**src/rtl/loop_stack.sv**
```systemverilog
`timescale 1ns/1ps
// loop_stack: loop-return stack for the BeeF core plus a forward bracket-skip tracker.
//   Holds PC values of open '[' loops. It pushes on loop entry, shows the top entry for
//   the ']' back-jump, and pops on loop exit. While fetch scans forward past a loop whose
//   accumulator was zero at '[', the skip FSM counts bracket nesting.
// Ports:
//   clk, reset (async, active low), clear (sync flush, highest priority)
//   push/pop/push_data      stack operations, honoured only while not skipping
//   skip_start/open/close   bracket-skip control from fetch/decode
//   top, count, empty, full stack state (registered / decoded from registers)
//   overflow, underflow     sticky error flags
//   skipping, skip_done     skip FSM status; skip_done pulses once when the scan ends
module loop_stack #(
  parameter  int unsigned ADDR_W = 8,
  parameter  int unsigned DEPTH  = 16,
  parameter  int unsigned NEST_W = 8,
  localparam int unsigned CNT_W  = $clog2(DEPTH + 1)
) (
  input  logic              clk,
  input  logic              reset,
  input  logic              clear,
  input  logic              push,
  input  logic              pop,
  input  logic [ADDR_W-1:0] push_data,
  input  logic              skip_start,
  input  logic              skip_open,
  input  logic              skip_close,
  output logic [ADDR_W-1:0] top,
  output logic [CNT_W-1:0]  count,
  output logic              empty,
  output logic              full,
  output logic              overflow,
  output logic              underflow,
  output logic              skipping,
  output logic              skip_done
);

  localparam int unsigned IDX_W = (DEPTH > 1) ? $clog2(DEPTH) : 1;
  localparam logic [NEST_W-1:0] NEST_MAX = '1;

  typedef enum logic {
    S_IDLE = 1'b0,
    S_SKIP = 1'b1
  } state_e;

  logic [ADDR_W-1:0] mem [DEPTH];

  state_e            state_q,     state_d;
  logic [NEST_W-1:0] nest_q,      nest_d;
  logic [CNT_W-1:0]  count_q,     count_d;
  logic [ADDR_W-1:0] top_q,       top_d;
  logic              overflow_q,  overflow_d;
  logic              underflow_q, underflow_d;
  logic              skip_done_q, skip_done_d;

  logic              mem_we;
  logic [IDX_W-1:0]  mem_waddr;
  logic              full_c;
  logic              empty_c;

  assign full_c  = (count_q == CNT_W'(DEPTH));
  assign empty_c = (count_q == '0);

  // Next-state logic for the stack and the skip FSM
  always_comb begin
    state_d     = state_q;
    nest_d      = nest_q;
    count_d     = count_q;
    top_d       = top_q;
    overflow_d  = overflow_q;
    underflow_d = underflow_q;
    skip_done_d = 1'b0;
    mem_we      = 1'b0;
    mem_waddr   = '0;

    if (clear) begin
      state_d     = S_IDLE;
      nest_d      = '0;
      count_d     = '0;
      top_d       = '0;
      overflow_d  = 1'b0;
      underflow_d = 1'b0;
    end else if (state_q == S_IDLE) begin
      if (push && pop && !empty_c) begin
        // Replace the top entry in place
        mem_we    = 1'b1;
        mem_waddr = IDX_W'(count_q - CNT_W'(1));
        top_d     = push_data;
      end else if (push) begin
        // Also covers push&pop on an empty stack, which acts as a plain push
        if (!full_c) begin
          mem_we    = 1'b1;
          mem_waddr = IDX_W'(count_q);
          count_d   = count_q + CNT_W'(1);
          top_d     = push_data;
        end else begin
          overflow_d = 1'b1;
        end
      end else if (pop) begin
        if (count_q >= CNT_W'(2)) begin
          count_d = count_q - CNT_W'(1);
          top_d   = mem[IDX_W'(count_q - CNT_W'(2))];
        end else if (count_q == CNT_W'(1)) begin
          count_d = '0;
          top_d   = '0;
        end else begin
          underflow_d = 1'b1;
        end
      end

      if (skip_start) begin
        state_d = S_SKIP;
        nest_d  = NEST_W'(1);
      end
    end else begin
      // Opening and closing in the same cycle cancel out
      if (skip_open && !skip_close) begin
        if (nest_q == NEST_MAX) begin
          overflow_d = 1'b1;
        end else begin
          nest_d = nest_q + NEST_W'(1);
        end
      end else if (skip_close && !skip_open) begin
        if (nest_q > NEST_W'(1)) begin
          nest_d = nest_q - NEST_W'(1);
        end else begin
          state_d     = S_IDLE;
          nest_d      = '0;
          skip_done_d = 1'b1;
        end
      end
    end
  end

  // State and flag registers
  always_ff @(posedge clk or negedge reset) begin
    if (!reset) begin
      state_q     <= S_IDLE;
      nest_q      <= '0;
      count_q     <= '0;
      top_q       <= '0;
      overflow_q  <= 1'b0;
      underflow_q <= 1'b0;
      skip_done_q <= 1'b0;
    end else begin
      state_q     <= state_d;
      nest_q      <= nest_d;
      count_q     <= count_d;
      top_q       <= top_d;
      overflow_q  <= overflow_d;
      underflow_q <= underflow_d;
      skip_done_q <= skip_done_d;
    end
  end

  // Storage array; contents intentionally not reset
  always_ff @(posedge clk) begin
    if (mem_we) begin
      mem[mem_waddr] <= push_data;
    end
  end

  assign top       = top_q;
  assign count     = count_q;
  assign empty     = empty_c;
  assign full      = full_c;
  assign overflow  = overflow_q;
  assign underflow = underflow_q;
  assign skipping  = (state_q == S_SKIP);
  assign skip_done = skip_done_q;

endmodule
```
**config.mk**
```make
export PLATFORM = sky130hd
export DESIGN_NAME = loop_stack
export DESIGN_NICKNAME = d
export VERILOG_FILES = /design/src/rtl/loop_stack.sv
export SDC_FILE = /design/constraint.sdc
export NUM_CORES = 1
export LEC_CHECK = 0
export CORE_ASPECT_RATIO = 0.7
export CORE_MARGIN = 3
export CORE_UTILIZATION = 30
export DETAILED_ROUTE_END_ITERATION = 10
export SYNTH_ARGS = -nofsm -noshare
export SYNTH_HDL_FRONTEND = slang
export SYNTH_SLANG_ARGS = --single-unit
```
**constraint.sdc**
```tcl
create_clock -name clk -period 4.4 [get_ports clk]
set_input_delay 0.88 -clock clk [delete_from_list [all_inputs] [get_ports clk]]
set_output_delay 0.88 -clock clk [all_outputs]
set_load 0.01 [all_outputs]
```
### Word level (Yosys, flattened, before mapping)

Memory sizes are Yosys's and may differ from the RTL's.
Cells that the tools add are included.
W data, S select, Z words.

* $add $sub $neg: 5
* $lt $le $gt $ge: 2
* equality and inequality tests: 15
* mux-type cells: 60
* reductions and logical operators: 21

Operator list (count)
* $mux W8: 15
* $mux W5: 8
* $mux W1: 32
* $mux W4: 5
* $reduce_bool A3 Y1: 4
* $ne A2 B2 Y1 const B: 5
* $reduce_and A5 Y1: 2
* $add A8 B1 Y8 const B: 1
* $eq A8 B8 Y1 const B: 1
* $gt A8 B1 Y1 const B: 1
* $reduce_bool A4 Y1: 2
* $sub A8 B1 Y8 const B: 1
* $ne A3 B2 Y1 const B: 2
* $ne A3 B3 Y1 const B: 2
* $reduce_and A6 Y1: 1
* $add A5 B1 Y5 const B: 1
* $eq A5 B1 Y1 const B: 1
* $eq A5 B5 Y1 const B: 1
* $ge A5 B2 Y1 const B: 1
* $logic_not A5 Y1: 1
* $reduce_bool A5 Y1: 1
* $sub A5 B1 Y5 const B: 1
* $logic_and A1 B1 Y1: 4
* $ne A4 B2 Y1 const B: 1
* 7 further kinds: 9

* register bits: 25
* memory bits (writable): 128
* input port bits: 16
* output and inout bits: 19
* word-level logic and storage cells: 111
* memories: 1

Memory list
* mem: depth 16, bits a word 8, rd ports 1, clocked after Yosys merged registers in 0, wr ports 1, line 46 `logic [ADDR_W-1:0] mem [DEPTH];`

### Logic depth before layout (Yosys ltp)

* depth in word-level cells: 8
* mapped depth: 10
* mapped depth without buffers: 8

### Least setup slack after synthesis

No wires, ideal clock.

* path type: register to register
* from: register count_q[0] (netlist: count[0])
* to: memory mem[0][0] (enable)
* library setup time: 0.385 ns
* data arrival time: 2.928 ns
* slack: 1.087 ns
* cell stages (with the launch flop): 11
* path buffers: 2
* period minus slack after synthesis: 3.313 ns
* cell sequence: dfrtp_1 -> clkbuf_1 -> inv_1 -> ha_1 -> or4b_1 -> buf_2 -> inv_1 -> nor3_1 -> o21ai_0 -> a21oi_1 -> nor3b_1

* word-level cells in the longest chain between the ends: 8
* elaborated cells between the ends (all ways): 17

Ends and longest elaborated chain
* from (decl): line 50 `logic [CNT_W-1:0] count_q, count_d;`
* from (signal assigned): line 148 `count_q <= count_d;`
* $logic_not A5 Y1 (*): line 62 `assign empty_c = (count_q == '0);`
* via empty: line 30 `output logic empty,`
* $logic_not A1 Y1 (*): line 84 `if (push && pop && !empty_c) begin`
* $logic_and A1 B1 Y1 (*): line 84
* $mux W1: line 84
* $mux W1: line 83 `end else if (state_q == S_IDLE) begin`
* $mux W1: line 76 `if (clear) begin`
* $mux W1: line 158 `if (mem_we) begin`
* $mux W1 (implied by the code): line 159 `mem[mem_waddr] <= push_data;`
* to (decl): line 46

The timed path passes the listed nets; every way through them passes the cells marked *.

### Final worst setup path

* from: register count_q[1] (netlist: count[1])
* to: output port full

* word-level cells in the longest chain between the ends: 1

Ends and longest elaborated chain
* $eq A5 B5 Y1: line 61 `assign full_c = (count_q == CNT_W'(DEPTH));`
* to (decl): line 31 `output logic full,`

Every way passes these cells.

==> impl_metrics.ini <==
[synth]
synth_top_area_cell = edfxtp_1
syn_area_sq_um = 6804
yosysUniqueCellTypes = 48
yosys-top-cells-area = edfxtp_1 (56%), mux4_2 (11%), dfrtp_1 (9.2%), mux2i_1 (3.8%), ha_1 (2.4%)
ys_warn_count = 0
ys_seq_area_share_pct = 65.69
synth_nets = 469
synth_top_area_share_pct = 56.49
synth_most_common_cell = edfxtp_1
ys_top_cells_by_count = edfxtp_1 (128), nor2_1 (42), mux4_2 (32), mux2i_1 (26), dfrtp_1 (25)
ys.flop_type = edfxtp_1
ys_ff_latch = 153
syn_avg_cell_area_sq_um = 15.46
netlist_instances = 440
synth_edf_count = 128
synthArstFlopShare_pct = 16.34

[setup_path]
crit_start = count[1]
cp.required_ns = 3.52
startpoint_type = flop
worstPathMaxFanout = 7
arrival_ns = 2.57
path_class = reg -> out
cp-end-kind = output pin
r2r-start = count[1]

[sta]
setup_viol = 0
hold_viol = 0
hold-worst-slack_ns = 0.5155
fin_setup_tns_ns = 0
tightest_slew_ns = 1.254
period_minus_slack_ns = 3.450
period_share_pct = 78.41
grt_setup_unrepaired = no
maxSlewHeadroom_pct = 15.89
finClkSkew_ns = 0.007942
slew_viol_final = 0
fmax_ghz = 0.2898

[die]
chipWidth_um = 186
die_height_um = 132
ioPinCount = 35
num_rows = 45
dieArea_sq_um = 24550
core-area_sq_um = 21960
start_util_pct = 30.99

[outcome]
outcome = complete, no violations

[placement]
port_buffers = 34
placed_area_sq_um = 7599
place.gp.congestion = 0.7909
post-dp-hpwl_um = 10590

[clocking]
path_clk_slew_ns = 0.06
clock_latency_ns = 0.41
cts_setup_buffers = 0
root_buffer = clkbuf_16
cts_sinks = 153
numCtsBuffers = 17
hold_buffers = 0
cts_max_path_buffers = 2
cts_resized = 0
cts_tree = built
htreeDepth = 4

[power_and_ir_drop]
powerDensity_nw_per_um2 = 572.5
p_leak_nw = 2.859
max-vdd-ir-drop_mv = 0.3076
power_mw = 4.699

[worst_hold_path]
hold_path_class = reg -> reg
min_from = underflow

[detailed_routing]
routedWlPerCell_um = 19.94
routed-via-count = 4088
drtPass1Iterations = 5
drc = 0
via_per_inst = 5.175
ant_nets = 0
dr.first_iter.drc_count = 452
drt-total-wl_um = 15760

[run]
drv_cap = 0

[layout]
final_util_pct = 37.38
syn_to_final_growth_pct = 20.63
fin_nets = 525
finalInstanceArea_sq_um = 8208
diodes = 0
drive_gt1_share_pct = 18.50

[grt]
grt_use_total_pct = 13.32
antenna_found_initial = 0
grt_pass1_vias = 4156
grt_pass1_wl_um = 24580
overflow = 0
grt_max_degree = 41
-- placed cells by master (no fill, tap or decap), types with 4 or more instances in the layout --
cell type / instances
clkbuf_16: 17
dfrtp_1: 24
nor3_1: 6
or2_2: 4
mux4_2: 32
and3_1: 5
clkinv_4: 4
a22oi_1: 9
nand2_1: 14
nor2_1: 42
buf_4: 25
clkdlybuf4s50_1: 34
o31ai_1: 7
o21ai_0: 10
nor2b_1: 7
ha_1: 13
edfxtp_1: 128
inv_1: 14
a21oi_1: 22
nand3_1: 4
xnor2_1: 4
mux2i_1: 26
bufinv_16: 4
-- stage by stage --
stage          setup slack [ns]  std cells
2_1_floorplan             1.087        440
3_3_place_gp              1.002        759
3_5_place_dp             0.9289        759
4_1_cts                  0.9853        790
5_1_grt                  0.8172        790
6_report                 0.9498        790
-- worst max-delay path, cell delays in order, from the launching register on --
cell	delay (ns)
dfrtp_1	0.37
inv_1	0.23
ha_1	0.21
nor4bb_1	0.66
clkdlybuf4s50_1	0.69
-- cell type report --
type | instances | area (sq um)
multi-input combinational | 251 | 2195
inverter | 14 | 52.55
sequential | 153 | 4471
clock buffer | 19 | 432.9
fill | 2033 | 13750
clock inverter | 12 | 176.4
timing repair buffer | 59 | 528.0
tap | 282 | 352.8
-- registers in the layout, summed over array words and instances (netlist names) --
name / count
top: 8
overflow: 1
nest_q: 8
underflow: 1
skip_done: 1
mem: 128
count: 5
skipping: 1
-- path summary, 6_finish.rpt --
| kind | endpoint | slack [ns] | cells after the start |
|---|---|---|---|
| max in group asynchronous | count[0] | 3.27 | 2 |
| hold reg to reg | underflow | 0.52 | 2 |
| min in group asynchronous | skip_done | 0.84 | 2 |
| setup / recovery | full | 0.95 | 4 |
| setup reg to reg | mem[12][5] | 1.28 | 9 |
| hold / removal | underflow | 0.52 | 2 |
-- layer usage --
layer	track usage, %	share of wire (%)
met1	20.83	49
met3	2.896	7.1
met4	3.390	1.1
met5	0	0
met2	18.72	43
-- where the power goes --
| part | switching (mW) | leakage [nW] | internal, mW |
|---|---|---|---|
| Clock | 0.551 | 0.294 | 0.945 |
| Combinational | 0.798 | 1.08 | 0.661 |
| Sequential | 0.0649 | 1.48 | 1.68 |
| Total | 1.41 | 2.86 | 3.28 |
-- cells by family (layout without fill, tap and decap cells) --
family / after synthesis / in the layout / synth area share (%)
compound gates: 73 / 73 / 7.117
xor+xnor: 7 / 7 / 0.9011
fa+ha+maj: 13 / 13 / 2.391
buf+inv: 36 / 104 / 2.244
flops: 153 / 153 / 65.69
mux: 58 / 58 / 14.42
simple gates: 100 / 100 / 7.245
Note: power is estimated with default switching activity, not from simulation.
